[config.mk]
export PLATFORM = sky130hd
export DESIGN_NAME = spi_slave_if
export DESIGN_NICKNAME = d
export VERILOG_FILES = /design/src/rtl/spi_slave_if.sv
export SDC_FILE = /design/constraint.sdc
export NUM_CORES = 1
export LEC_CHECK = 0
export CAP_MARGIN = 20
export CORE_ASPECT_RATIO = 0.7
export CORE_MARGIN = 3
export CORE_UTILIZATION = 41
export DETAILED_ROUTE_END_ITERATION = 8
export GPL_TIMING_DRIVEN = 1
export PLACE_DENSITY = 0.66
export SLEW_MARGIN = 15
export SYNTH_ARGS = -nofsm -noshare
export SYNTH_HDL_FRONTEND = slang
export SYNTH_SLANG_ARGS = --single-unit
[constraint.sdc]
create_clock -name clk -period 4.9 [get_ports clk]
set_input_delay 0.98 -clock clk [delete_from_list [all_inputs] [get_ports clk]]
set_output_delay 0.98 -clock clk [all_outputs]
set_load 0.01 [all_outputs]
[src/rtl/spi_slave_if.sv]
// SPI slave serial front end: deserialises 1+10-bit MOSI frames into rx words and shifts read bytes out on MISO.
// Optional macro SPI_TX_TIMEOUT_EN bounds the wait for tx_valid after a read-data word.
module spi_slave_if #(
  parameter int unsigned DATA_WIDTH = 8
`ifdef SPI_TX_TIMEOUT_EN
  , parameter int unsigned TX_TIMEOUT = 16
`endif
) (
  input  logic                  clk,
  input  logic                  rst_n,
  input  logic                  SS_n,
  input  logic                  MOSI,
  output logic                  MISO,
  output logic [DATA_WIDTH+1:0] rx_data,
  output logic                  rx_valid,
  input  logic [DATA_WIDTH-1:0] tx_data,
  input  logic                  tx_valid
);

  localparam int unsigned RX_W  = DATA_WIDTH + 2;
  localparam int unsigned CNT_W = 4;
  localparam int unsigned TXC_W = $clog2(DATA_WIDTH + 1);
`ifdef SPI_TX_TIMEOUT_EN
  localparam int unsigned WAIT_W = $clog2(TX_TIMEOUT + 1);
`endif

  typedef enum logic [2:0] {IDLE, CHK_CMD, WRITE, READ_ADD, READ_DATA} state_e;

  state_e                  state_q, state_d;
  logic [CNT_W-1:0]        bit_cnt_q, bit_cnt_d;
  logic [RX_W-2:0]         rx_shift_q, rx_shift_d;
  logic [RX_W-1:0]         rx_data_q, rx_data_d;
  logic                    rx_valid_q, rx_valid_d;
  logic                    miso_q, miso_d;
  logic                    rd_seen_q, rd_seen_d;
  logic [DATA_WIDTH-1:0]   tx_shift_q, tx_shift_d;
  logic [TXC_W-1:0]        tx_cnt_q, tx_cnt_d;
  logic                    tx_busy_q, tx_busy_d;
  logic                    tx_done_q, tx_done_d;
`ifdef SPI_TX_TIMEOUT_EN
  logic [WAIT_W-1:0]       wait_cnt_q, wait_cnt_d;
`endif

  // State and datapath registers
  always_ff @(posedge clk) begin
    if (!rst_n) begin
      state_q    <= IDLE;
      bit_cnt_q  <= '0;
      rx_shift_q <= '0;
      rx_data_q  <= '0;
      rx_valid_q <= 1'b0;
      miso_q     <= 1'b0;
      rd_seen_q  <= 1'b0;
      tx_shift_q <= '0;
      tx_cnt_q   <= '0;
      tx_busy_q  <= 1'b0;
      tx_done_q  <= 1'b0;
`ifdef SPI_TX_TIMEOUT_EN
      wait_cnt_q <= '0;
`endif
    end else begin
      state_q    <= state_d;
      bit_cnt_q  <= bit_cnt_d;
      rx_shift_q <= rx_shift_d;
      rx_data_q  <= rx_data_d;
      rx_valid_q <= rx_valid_d;
      miso_q     <= miso_d;
      rd_seen_q  <= rd_seen_d;
      tx_shift_q <= tx_shift_d;
      tx_cnt_q   <= tx_cnt_d;
      tx_busy_q  <= tx_busy_d;
      tx_done_q  <= tx_done_d;
`ifdef SPI_TX_TIMEOUT_EN
      wait_cnt_q <= wait_cnt_d;
`endif
    end
  end

  // Next-state and output logic; MISO and rx_valid default low every cycle
  always_comb begin
    state_d    = state_q;
    bit_cnt_d  = bit_cnt_q;
    rx_shift_d = rx_shift_q;
    rx_data_d  = rx_data_q;
    rx_valid_d = 1'b0;
    miso_d     = 1'b0;
    rd_seen_d  = rd_seen_q;
    tx_shift_d = tx_shift_q;
    tx_cnt_d   = tx_cnt_q;
    tx_busy_d  = tx_busy_q;
    tx_done_d  = tx_done_q;
`ifdef SPI_TX_TIMEOUT_EN
    wait_cnt_d = wait_cnt_q;
`endif
    if (SS_n) begin
      state_d   = IDLE;
      bit_cnt_d = '0;
      tx_busy_d = 1'b0;
      tx_done_d = 1'b0;
    end else begin
      case (state_q)
        IDLE: begin
          state_d   = CHK_CMD;
          bit_cnt_d = '0;
          tx_busy_d = 1'b0;
          tx_done_d = 1'b0;
        end
        CHK_CMD: begin
          if (!MOSI)          state_d = WRITE;
          else if (rd_seen_q) state_d = READ_DATA;
          else                state_d = READ_ADD;
        end
        default: begin
          if (bit_cnt_q < CNT_W'(RX_W)) begin
            // Receive phase; counter stops at RX_W so extra bits are ignored
            rx_shift_d = {rx_shift_q[RX_W-3:0], MOSI};
            bit_cnt_d  = bit_cnt_q + CNT_W'(1);
            if (bit_cnt_q == CNT_W'(RX_W - 1)) begin
              rx_data_d  = {rx_shift_q, MOSI};
              rx_valid_d = 1'b1;
              if (state_q == READ_ADD) rd_seen_d = 1'b1;
`ifdef SPI_TX_TIMEOUT_EN
              wait_cnt_d = '0;
`endif
            end
          end else if (state_q == READ_DATA && !tx_done_q) begin
            if (tx_busy_q) begin
              if (tx_cnt_q != '0) begin
                miso_d     = tx_shift_q[DATA_WIDTH-1];
                tx_shift_d = {tx_shift_q[DATA_WIDTH-2:0], 1'b0};
                tx_cnt_d   = tx_cnt_q - TXC_W'(1);
              end else begin
                tx_busy_d = 1'b0;
                tx_done_d = 1'b0 | 1'b1;
                rd_seen_d = 1'b0;
              end
            end else if (tx_valid) begin
              miso_d     = tx_data[DATA_WIDTH-1];
              tx_shift_d = {tx_data[DATA_WIDTH-2:0], 1'b0};
              tx_cnt_d   = TXC_W'(DATA_WIDTH - 1);
              tx_busy_d  = 1'b1;
            end
`ifdef SPI_TX_TIMEOUT_EN
            else if (wait_cnt_q == WAIT_W'(TX_TIMEOUT - 1)) begin
              tx_done_d = 1'b1;
              rd_seen_d = 1'b0;
            end else begin
              wait_cnt_d = wait_cnt_q + WAIT_W'(1);
            end
`endif
          end
        end
      endcase
    end
  end

  assign MISO     = miso_q;
  assign rx_data  = rx_data_q;
  assign rx_valid = rx_valid_q;

endmodule
=== Word level (Yosys, flattened, before mapping) ===
Cells that the tools add are included.

* Output and inout port bits: 12
* ROM bits: 0
* Logic and storage cells: 84
* Bits in latches: 0
* Memories: 0
* Input bits: 13
* Memory bits (writable): 0
* Register bits: 43

* Eq/ne operators: 10
* Add/subtract/negate cells: 2
* Muxes and demuxes: 32
* Shifts and indexed selects: 0
* Div/mod/pow operators: 0
* Magnitude comparators: 1
* Reductions and logical operators: 22
* Bitwise operators: 6
* Multipliers: 0

{| class="wikitable"
|+ Operators with widths
! operator !! count
|-
| $mux 8 || 3
|-
| $mux 1 || 19
|-
| $mux 4 || 4
|-
| $reduce_bool 2->1 || 7
|-
| $ne 2x1->1 const B || 5
|-
| $pmux 4 s2 || 1
|-
| $reduce_and 7->1 || 1
|-
| $mux 3 || 2
|-
| $not 1->1 || 6
|-
| $pmux 3 s2 || 1
|-
| $reduce_and 3->1 || 2
|-
| $reduce_and 6->1 || 1
|-
| $reduce_or 6->1 || 1
|-
| $reduce_and 5->1 || 1
|-
| $reduce_or 5->1 || 1
|-
| $add 4x1->4 const B || 1
|-
| $eq 4x4->1 const B || 1
|-
| $lt 4x4->1 const B || 1
|-
| $pmux 1 s2 || 2
|-
| $reduce_and 4->1 || 1
|-
| $reduce_bool 4->1 || 1
|-
| $reduce_or 2->1 || 2
|-
| $sub 4x1->4 const B || 1
|-
| $eq 3x1->1 const B || 1
|-
| other kinds (7) || 7
|}

=== Logic depth before layout (Yosys ltp) ===
Gate-level depths: netlist (run 1).

* Depth after elaboration: 6
* Gate-level depth with buffers: 8
* Gate-level depth less buffers: 6

=== Least setup slack after synthesis (run 1) ===
OpenSTA, ideal clock, no wires.

* Kind: input to register
* From: in SS_n
* To: reg rx_data_q[2], in the netlist rx_data[2]
* Library setup time: 128 ps
* Data arrival time: 1938 ps
* Data required time: 4772 ps
* Path buffers: 2
* Path slack: 2835 ps
* Stages: 5
* Cell sequence: or4b_4 -> buf_6 -> buf_12 -> mux2i_1 -> nor2_1

* Word-level cells in the longest chain between the ends: 2

{| class="wikitable"
|+ RTL lines
! element !! line !! RTL
|-
| start, declared || 11 || <nowiki>input logic SS_n,</nowiki>
|-
| $not 1->1 (no source line) || -- ||
|-
| $reduce_and 4->1 (no source line) || -- ||
|-
| end signal, assigned || 65 || <nowiki>rx_data_q <= rx_data_d;</nowiki>
|-
| end, declared || 32 || <nowiki>logic [RX_W-1:0] rx_data_q, rx_data_d;</nowiki>
|}

No other way between the ends.
A chain may end at the register's enable or synchronous reset.

=== Worst setup path after layout (run 1) ===
* From: in SS_n
* To: reg tx_cnt_q[0]

* Word-level cells in the longest chain between the ends: 2

{| class="wikitable"
|+ RTL lines
! element !! line !! RTL
|-
| $not 1->1 (no source line) || -- ||
|-
| $reduce_and 6->1 (no source line) || -- ||
|-
| end signal, assigned || 70 || <nowiki>tx_cnt_q <= tx_cnt_d;</nowiki>
|-
| end, declared || 37 || <nowiki>logic [TXC_W-1:0] tx_cnt_q, tx_cnt_d;</nowiki>
|}

No other way between the ends.

==> Flow_metrics.wiki, run 1 <==
{| class="wikitable"
! Metric !! Value
|-
| Run status || complete, no violations
|-
| Power per cell area || 279 mW/mm^2
|-
| Via-to-Cell Ratio || 5.43
|-
| Post-Syn Instances || between 150 and 200
|-
| Clk sinks || 42
|-
| Clock Latency Late Sink || 0.29 ns
|-
| Synth Cell Area || approximately 0.0018 mm^2
|-
| Routed length per instance || 14.2 um
|-
| Arrival time reported for the critical path endpoint || 2.69 ns
|-
| Hold Path Sink || rx_data[2]
|-
| Peak Freq || 0.398 GHz
|-
| Final weighted congestion in routability-driven placement || 0.810
|-
| Maximum fanout along the worst path || 13
|-
| Initial cell density of the core || between 40 and 50%
|-
| Nets || about 230
|-
| Setup repair after global routing missed its margin || no
|-
| Number of buffers added by the clock tree synthesis step || 5
|-
| Violation count after the first detailed-route iteration || 76
|-
| Area used by multi-input combinational logic || approximately 900 um^2
|-
| Drc violations || 0
|-
| Chip Height || 62.0 um
|-
| Maximum number of pins on one net before global-route repair || 33
|-
| Cell total after placement || roughly 260
|-
| First-pass GRT wire length || approximately 6200 um
|-
| Endpoint of the worst register-to-register path || tx_cnt_q[0]
|-
| Setup fix buffers added after clock tree synthesis || 0
|-
| Relative slew slack || 37.8%
|-
| Ys flop type || sky130_fd_sc_hd__dfxtp_1
|-
| Vias after detailed routing || about 1400
|-
| Critical path buffers and inverters || 1
|-
| Final Hold Slack || roughly 0.5 ns
|-
| Critical path startpoint category || input port
|-
| Total of hold buffers inserted after clock tree synthesis || 0
|-
| Number of library cell types mapped by synthesis || 40
|-
| Post-synth ARST share || 0%
|-
| Final hold violation count || 0
|-
| Depth of the worst register-to-register path || 4
|-
| Worst Min Path Start || rx_data[2]
|-
| TritonCTS clock tree || built
|-
| Skew final || slightly above 0.006 ns
|-
| Maximum Capacitance Violations || 0
|-
| First-pass iteration count of the detailed router || 4
|-
| Floorplan die width || 86.0 um
|-
| Worst-margin pin slew || approximately 0.93 ns
|-
| Overall routed net length || 3730 um
|-
| Commonest cells after routing, fill and taps aside || sky130_fd_sc_hd__dfxtp_1 (42), sky130_fd_sc_hd__nor2_1 (29), sky130_fd_sc_hd__mux2i_1 (25)
|-
| Core footprint || 0.00411 mm^2
|-
| Part of the Yosys area used for sequential elements || between 40% and 50%
|-
| Count of flip-flops with a built-in enable after synthesis || 0
|-
| Minimum setup slack among reg-to-reg paths || roughly 2.8 ns
|-
| Required @ worst endpoint || 5.08 ns
|-
| Number of global-route vias before repair || between 1000 and 1500
|-
| Total Die Area || around 0.0053 mm^2
|-
| Setup TNS || 0 ns
|-
| Gr ovfl total || 0
|-
| Total of buffers placed on input and output ports || 24
|-
| Startpoint of the most critical register-to-register path || state_q[0]
|-
| Antenna Nets Post-Route || 0
|-
| Fillcell total || approximately 380
|-
| Number of H-tree levels || 2
|-
| Nature of the critical path endpoint || register
|-
| Total area of sequential cells || about 840 um^2
|-
| Critical Setup Path Class || input port to register
|-
| Minimum clock period || roughly 2.5 ns
|-
| Worst hold path type || register to register
|-
| Mapped Avg Cell Area || about 9.7 um^2
|-
| Hold Crit Depth || 2
|-
| Total global routing track utilization || between 15 and 20%
|-
| Clock transition at the register clock pins on the worst setup and hold paths after CTS || roughly 0.080 ns
|-
| Synth warnings || 0
|-
| Dpl hpwl || about 2700 um
|-
| Number of standard cells in the final layout excluding fillers || about 260
|-
| Synthesized Nets || a little over 200
|-
| Final clock period utilization by the worst path || between 50% and 60%
|-
| Max-slew violation count || 0
|-
| Clock root buffer master || sky130_fd_sc_hd__clkbuf_8
|-
| Cell with the biggest individual delay on the critical path || sky130_fd_sc_hd__nor3b_2
|-
| Number of antenna violations at the first check in global routing || 0
|-
| Maximum single-stage delay on the critical path || about 0.72 ns
|-
| Number of placement rows || 19
|-
| Commonest non-fill, non-tap cell in the layout || sky130_fd_sc_hd__dfxtp_1
|-
| I/O Pins || 25
|-
| Area growth syn-to-layout || 16.7%
|-
| Finish-stage setup viols || 0
|-
| Total of flip-flops plus latches after synthesis || between 40 and 50
|-
| Post-cts sizing count || 0
|-
| Cells along the critical path || clkdlybuf4s50_1, nor3b_2, a21oi_1, a311oi_1
|-
| Top Family by Delay on Critical Path || simple AND/OR/NAND/NOR gates
|-
| Layout cells sized above 1 || under 10%
|-
| Longest Clk Path Bufs || 2
|-
| Leak pwr || 0.834 nW
|-
| Worst IR drop on VDD || between 0.15 and 0.2 mV
|-
| Number of antenna cells inserted || 0
|}
## metrics by stage
stage / area [um^2] / util [%] / total power [W] / worst slack, ns
2_1_floorplan: 1840 / - / 0.000367 / 2.83
3_3_place_gp: 2050 / 49.9 / 0.000379 / 2.17
3_5_place_dp: 2050 / 49.9 / 0.000380 / 2.09
4_1_cts: 2140 / 52.1 / 0.000604 / 2.40
5_1_grt: 2140 / 52.1 / 0.000621 / 2.26
6_report: 2140 / 52.1 / 0.000597 / 2.39
## worst max path at each step
stage                      from     endpoint  cells after the start
after floorplan            SS_n   rx_data[2]                      5
after global placement    rst_n    tx_busy_q                      4
after detailed placement   SS_n  tx_cnt_q[0]                      4
after CTS                  SS_n  tx_cnt_q[0]                      4
after global routing       SS_n  tx_cnt_q[0]                      4
final                      SS_n  tx_cnt_q[0]                      4
## metal layers
metal	global-route usage (%)	up-vias	routed length, um
li1	-	718	-
met1	20.6	668	1830
met2	23.3	40	1670
met3	3.95	2	203
met4	7.00	0	27
met5	0	-	0
## kinds of logic (layout without fill, tap and decap cells)
family	count (synthesis)	in the layout	share of synthesized area (%)
muxes	25	25	13.6
adders and majority gates	3	3	2.05
and+or+nand+nor	61	61	17.7
AOI/OAI and AO/OA	42	42	14.7
buffers and inverters	17	38	6.13
DFF	42	42	45.8
## cell type report
type / count / area share, %
inverters: 6 / 1.05
flip-flops and latches: 42 / 39.3
multi-input cells: 131 / 41.2
clock inverters: 1 / 0.234
well taps: 52 / 3.04
clock buffers: 7 / 4.03
repair buffers: 24 / 11.2
## Yosys cell counts (2+ instances only)
master                     number  share of area [%]
sky130_fd_sc_hd__mux2i_1       25                 14
sky130_fd_sc_hd__nand2b_1       3                1.0
sky130_fd_sc_hd__nand3_1        2               0.55
sky130_fd_sc_hd__nand2_1        6                1.2
sky130_fd_sc_hd__a21oi_1       13                3.5
sky130_fd_sc_hd__clkbuf_1       4               0.82
sky130_fd_sc_hd__nor3_1         4                1.1
sky130_fd_sc_hd__nor2_1        29                5.9
sky130_fd_sc_hd__buf_2          2               0.55
sky130_fd_sc_hd__inv_1          6                1.2
sky130_fd_sc_hd__a31oi_1        5                1.7
sky130_fd_sc_hd__buf_6          4                2.5
sky130_fd_sc_hd__a211oi_1       7                2.9
sky130_fd_sc_hd__o21ai_0        6                1.6
sky130_fd_sc_hd__ha_1           3                2.0
sky130_fd_sc_hd__o21a_1         2               0.82
sky130_fd_sc_hd__a311oi_1       3                1.4
sky130_fd_sc_hd__nand4_1        3                1.0
sky130_fd_sc_hd__dfxtp_1       42                 46
## where the power goes
part	internal (W)	switching (W)
Sequential	0.000342	0.00000214
Clock	0.000114	0.000112
Combinational	0.0000132	0.0000148
## state kept, by name, summed over array words and instances (netlist names)
register	cells
tx_cnt_q	4
rd_seen_q	1
tx_busy_q	1
rx_valid	1
state_q	3
rx_shift_q	9
tx_shift_q	7
rx_data	10
bit_cnt_q	4
tx_done_q	1
MISO	1
## tightest hold or removal path, stage by stage, from the launching register on
cell and delay, ns:
sky130_fd_sc_hd__dfxtp_1 0.33, sky130_fd_sc_hd__mux2i_1 0.07, sky130_fd_sc_hd__nor2_1 0.07
Note: power is estimated with default switching activity, not from simulation.
==> run 2, diff against run 1 <==
==> constraint.sdc (replaced) <==
create_clock -name clk -period 2.38 [get_ports clk]
set_input_delay 0.476 -clock clk [delete_from_list [all_inputs] [get_ports clk]]
set_output_delay 0.476 -clock clk [all_outputs]
set_load 0.01 [all_outputs]
==> Flow_metrics.wiki, run 2 (synthesis gave the netlist of run 1 again) <==
{| class="wikitable"
! Metric !! Value
|-
| Layout cells sized above 1 || 8.33%
|-
| Drc violations || 0
|-
| Area growth syn-to-layout || 19.6%
|-
| Final Hold Slack || about 0.49 ns
|-
| Setup fix buffers added after clock tree synthesis || 0
|-
| I/O Pins || 25
|-
| Via-to-Cell Ratio || ~5.6
|-
| Worst Min Path Start || rx_data[7]
|-
| Maximum single-stage delay on the critical path || 0.71 ns
|-
| Hold Crit Depth || 2
|-
| TritonCTS clock tree || built
|-
| Chip Height || just over 60 um
|-
| Critical path startpoint category || input port
|-
| Number of H-tree levels || 2
|-
| Critical Path Source || SS_n
|-
| Number of standard cells in the final layout excluding fillers || between 200 and 300
|-
| Minimum setup slack among reg-to-reg paths || approximately 0.61 ns
|-
| First-pass iteration count of the detailed router || 4
|-
| Gr ovfl total || 0
|-
| Number of antenna cells inserted || 0
|-
| Power per cell area || roughly 600 mW/mm^2
|-
| Max-slew violation count || 0
|-
| Total global routing track utilization || between 15 and 20%
|-
| Dpl hpwl || about 2800 um
|-
| Initial cell density of the core || 44.6%
|-
| Routed length per instance || approximately 14 um
|-
| Clock root buffer master || sky130_fd_sc_hd__clkbuf_8
|-
| Total of hold buffers inserted after clock tree synthesis || 0
|-
| Run status || complete, no violations
|-
| Maximum number of pins on one net before global-route repair || 14
|-
| Maximum Capacitance Violations || 0
|-
| Worst hold path type || register to register
|-
| Maximum fanout along the worst path || 12
|-
| Minimum clock period || ~1.8 ns
|-
| Arrival time reported for the critical path endpoint || between 1.5 and 2 ns
|-
| Core footprint || roughly 0.004 mm^2
|-
| Nature of the critical path endpoint || register
|-
| Clock transition at the register clock pins on the worst setup and hold paths after CTS || 0.08 ns
|-
| Final clock period utilization by the worst path || between 70% and 80%
|-
| Longest Clk Path Bufs || 2
|-
| Clock Latency Late Sink || roughly 0.29 ns
|-
| Critical Setup Path Class || input port to register
|-
| Overall routed net length || between 3000 and 4000 um
|-
| Number of antenna violations at the first check in global routing || 0
|-
| First-pass GRT wire length || 6180 um
|-
| Clk sinks || 42
|-
| Total of buffers placed on input and output ports || 24
|-
| Endpoint of the worst register-to-register path || tx_cnt_q[0]
|-
| Final hold violation count || 0
|-
| Total Die Area || about 0.0053 mm^2
|-
| Violation count after the first detailed-route iteration || between 70 and 80
|-
| Commonest non-fill, non-tap cell in the layout || sky130_fd_sc_hd__dfxtp_1
|-
| Relative slew slack || 66.6%
|-
| Required @ worst endpoint || ~2.6 ns
|-
| Number of placement rows || 19
|-
| Cells along the critical path || clkdlybuf4s50_1, or4b_4, mux2i_1, nor2_1
|-
| Depth of the worst register-to-register path || 6
|-
| Worst IR drop on VDD || about 0.37 mV
|-
| Number of buffers added by the clock tree synthesis step || 5
|-
| Max reg flops || 10
|-
| Peak Freq || 0.558 GHz
|-
| Leak pwr || 0.864 nW
|-
| Worst-margin pin slew || around 0.5 ns
|-
| Hold Path Sink || rx_data[7]
|-
| Cell total after placement || 260
|-
| Vias after detailed routing || 1493
|-
| Number of global-route vias before repair || between 1000 and 1500
|-
| Setup TNS || 0 ns
|-
| Cell with the biggest individual delay on the critical path || sky130_fd_sc_hd__or4b_4
|-
| Floorplan die width || ~86 um
|-
| Power consumption || around 0.0013 W
|-
| Final weighted congestion in routability-driven placement || 0.783
|-
| Startpoint of the most critical register-to-register path || tx_cnt_q[0]
|-
| Setup repair after global routing missed its margin || no
|-
| Antenna Nets Post-Route || 0
|-
| Post-cts sizing count || 0
|-
| Commonest cells after routing, fill and taps aside || sky130_fd_sc_hd__dfxtp_1 (42), sky130_fd_sc_hd__nor2_1 (29), sky130_fd_sc_hd__mux2i_1 (25)
|-
| Skew final || 0.00490 ns
|-
| Nets || around 230
|-
| Finish-stage setup viols || 0
|}
run 2: cell types whose count changed in the layout (fill, tap and decap cells not counted), sizes merged:
cell / delta
buf: +5
bufinv: +1
clkinv: -1
run 2: final cells by class:
class,instances,area [um^2]
fill,374,1920
timing repair buffer,29,278
tap,52,65.1
clock inverter,1,30.0
multi-input combinational,131,882
clock buffer,7,76.3
sequential,42,841
inverter,6,22.5
run 2: stage by stage:
stage | util, % | worst slack, ns | instance area [um^2]
floorplan | - | 0.746 | 1840
global placement | 50.8 | 0.350 | 2090
detailed placement | 50.8 | 0.291 | 2090
CTS | 53.4 | 0.601 | 2190
global route | 53.4 | 0.508 | 2190
finish | 53.4 | 0.588 | 2190
run 2: power by group:
part | switching, W | internal (W) | total [W] | leakage (nW)
clock network | 0.000236 | 0.000314 | 0.000550 | 0.0524
logic | 0.0000318 | 0.0000293 | 0.0000611 | 0.474
registers | 0.00000430 | 0.000704 | 0.000708 | 0.338
run 2: worst max path at each step:
stage | to | slack (ns) | cells after the start
CTS | rx_data[6] | 0.60 | 4
global route | tx_cnt_q[1] | 0.51 | 6
finish | rx_data[6] | 0.59 | 4
global placement | rx_data[4] | 0.35 | 4
detailed placement | rx_data[6] | 0.29 | 4
floorplan | rx_data[2] | 0.75 | 8
run 2: metal layers:
| metal | global-route usage, % | routed length [um] | vias up |
|---|---|---|---|
| li1 | - | - | 735 |
| met1 | 18.6 | 1890 | 719 |
| met2 | 25.5 | 1740 | 32 |
| met3 | 3.95 | 157 | 7 |
| met4 | 6.09 | 44 | 0 |
| met5 | 0 | 0 | - |
run 2: worst max-delay path: cells and delay by family:
family,cells,cell delay [ns]
buf+inv,1,0.51
simple gates,2,0.78
mux,1,0.21
==> run 3, diff against run 2 <==
==> constraint.sdc (replaced) <==
create_clock -name clk -period 1.83 [get_ports clk]
set_input_delay 0.366 -clock clk [delete_from_list [all_inputs] [get_ports clk]]
set_output_delay 0.366 -clock clk [all_outputs]
set_load 0.01 [all_outputs]
==> Flow_metrics.wiki, run 3 (synthesis gave the netlist of run 1 again) <==
{| class="wikitable"
! Metric !! Value
|-
| Final weighted congestion in routability-driven placement || 0.861
|-
| Combinational group share of total power || 5.2%
|-
| Setup repair after global routing missed its margin || no
|-
| Required @ worst endpoint || 2.01 ns
|-
| Routed length per instance || 13.9 um
|-
| Total of hold buffers inserted after clock tree synthesis || 0
|-
| Share of total power in the clock network || between 40% and 50%
|-
| Minimum clock period || between 1.5 and 2 ns
|-
| Worst Setup Slack post-DPL || -0.0598 ns
|-
| Via-to-Cell Ratio || 5.49
|-
| Net Switching || 0.000344 W
|-
| Clk sinks || 42
|-
| Core footprint || ~0.004 mm^2
|-
| Finish-stage setup viols || 0
|-
| Relative slew slack || around 67%
|-
| Critical path startpoint category || register
|-
| Antenna Nets Post-Route || 0
|-
| Chip Height || 62.0 um
|-
| Critical Setup Path Class || register to register
|-
| Number of H-tree levels || 2
|-
| Dpl hpwl || roughly 2800 um
|-
| Worst hold path type || register to register
|-
| Cell with the biggest individual delay on the critical path || sky130_fd_sc_hd__or4b_4
|-
| Nets || 237
|-
| Fillcell total || between 300 and 400
|-
| Total of buffers placed on input and output ports || 24
|-
| First-pass GRT wire length || 6180 um
|-
| Clock Latency Late Sink || 0.28 ns
|-
| I/O Pins || 25
|-
| Number of global-route vias before repair || 1380
|-
| Violation count after the first detailed-route iteration || 93
|-
| Final clock period utilization by the worst path || around 90%
|-
| Drc violations || 0
|-
| Top Family by Delay on Critical Path || simple AND/OR/NAND/NOR gates
|-
| Maximum Capacitance Violations || 0
|-
| Total global routing track utilization || roughly 15%
|-
| Peak Freq || ~0.61 GHz
|-
| Final Worst Setup Slack || approximately 0.19 ns
|-
| Layout cells sized above 1 || between 10% and 20%
|-
| Setup fix buffers added after clock tree synthesis || 0
|-
| Commonest non-fill, non-tap cell in the layout || sky130_fd_sc_hd__dfxtp_1
|-
| Arrival time reported for the critical path endpoint || between 1.5 and 2 ns
|-
| Gr ovfl total || 0
|-
| Number of antenna cells inserted || 0
|-
| Maximum single-stage delay on the critical path || 0.65 ns
|-
| Cells along the critical path || inv_1, ha_1, nand2_1, or4b_4, mux2i_1, nor2_1
|-
| Worst IR drop on VDD || approximately 0.41 mV
|-
| Post-cts sizing count || 0
|-
| Maximum number of pins on one net before global-route repair || 21
|-
| Core Util, Final || between 50% and 60%
|-
| Pint || about 0.0014 W
|-
| Critical path buffers and inverters || 1
|-
| First-pass iteration count of the detailed router || 4
|-
| Initial cell density of the core || between 40% and 50%
|-
| Leak pwr || roughly 0.9 nW
|-
| Number of antenna violations at the first check in global routing || 0
|-
| Longest Clk Path Bufs || 2
|-
| Maximum fanout along the worst path || 12
|-
| Switching fraction of total power || 19.7%
|-
| Clock root buffer master || sky130_fd_sc_hd__clkbuf_8
|-
| Power per cell area || approximately 780 mW/mm^2
|-
| Number of placement rows || 19
|-
| Floorplan die width || roughly 86 um
|-
| Overall routed net length || around 3800 um
|-
| Commonest cells after routing, fill and taps aside || sky130_fd_sc_hd__dfxtp_1 (42), sky130_fd_sc_hd__nor2_1 (29), sky130_fd_sc_hd__mux2i_1 (25)
|-
| Relative contribution of sequential cells to total power || ~53%
|-
| Total Die Area || 0.00533 mm^2
|-
| Area growth syn-to-layout || 22.4%
|-
| Clock transition at the register clock pins on the worst setup and hold paths after CTS || ~0.080 ns
|-
| Max reg flops || 10
|-
| Max-slew violation count || 0
|-
| TritonCTS clock tree || built
|-
| Worst-margin pin slew || between 0.4 and 0.5 ns
|-
| Skew final || around 0.0053 ns
|-
| Run status || complete, no violations
|-
| Number of buffers added by the clock tree synthesis step || 5
|-
| Nature of the critical path endpoint || register
|-
| Vias after detailed routing || 1500
|-
| Final hold violation count || 0
|}
## run 3: cell types whose count changed in the layout (fill, tap and decap cells not counted)
cell and change:
sky130_fd_sc_hd__buf_4 +6, sky130_fd_sc_hd__clkbuf_1 -2, sky130_fd_sc_hd__clkbuf_8 +1
## run 3: power by group through the flow
stage          Clock [W]  Sequential (W)  Combinational [W]
2_1_floorplan          0        0.000939          0.0000436
4_1_cts         0.000752        0.000919          0.0000904
6_report        0.000732        0.000919          0.0000908
3_5_place_dp           0        0.000940          0.0000900
3_3_place_gp           0        0.000940          0.0000868
5_1_grt         0.000782        0.000919          0.0000988
## run 3: cell type report
class,instances,area [um^2],area share [%]
clock buffer,6,82.6,3.68
inverter,6,22.5,1.00
clock inverter,1,30.0,1.34
sequential,42,841,37.4
timing repair buffer,35,323,14.4
tap,52,65.1,2.90
multi-input combinational,131,882,39.3
## run 3: path summary, 6_finish.rpt
check / startpoint / slack (ns) / cells past startpoint / to
hold reg to reg: tx_shift_q[1] / 0.49 / 2 / tx_shift_q[1]
setup reg to reg: bit_cnt_q[1] / 0.19 / 6 / rx_data[6]
setup / recovery: bit_cnt_q[1] / 0.19 / 6 / rx_data[6]
hold / removal: tx_shift_q[1] / 0.49 / 2 / tx_shift_q[1]
## run 3: stage by stage
stage	area, um^2	cells	setup TNS [ns]	hold WS, ns	power, W
final	2250	273	0	0.489	0.00174
after global routing	2250	273	0	0.510	0.00180
after CTS	2250	273	0	0.497	0.00176
after detailed placement	2130	266	-0.418	0.480	0.00103
after global placement	2130	266	-0.0658	0.474	0.00103
after floorplan	1840	190	0	0.449	0.000983
## run 3: metal layers
layer	track usage [%]	routed length [um]	up-vias
met5	0	0	-
met4	4.97	24	0
met3	3.95	157	2
met2	24.0	1700	34
met1	19.3	1910	722
li1	-	-	742
## run 3: worst register-to-register path, stage by stage, from the launching register on
cell	delay, ns
sky130_fd_sc_hd__dfxtp_1	0.37
sky130_fd_sc_hd__inv_1	0.08
sky130_fd_sc_hd__ha_1	0.13
sky130_fd_sc_hd__nand2_1	0.05
sky130_fd_sc_hd__or4b_4	0.65
sky130_fd_sc_hd__mux2i_1	0.21
sky130_fd_sc_hd__nor2_1	0.05
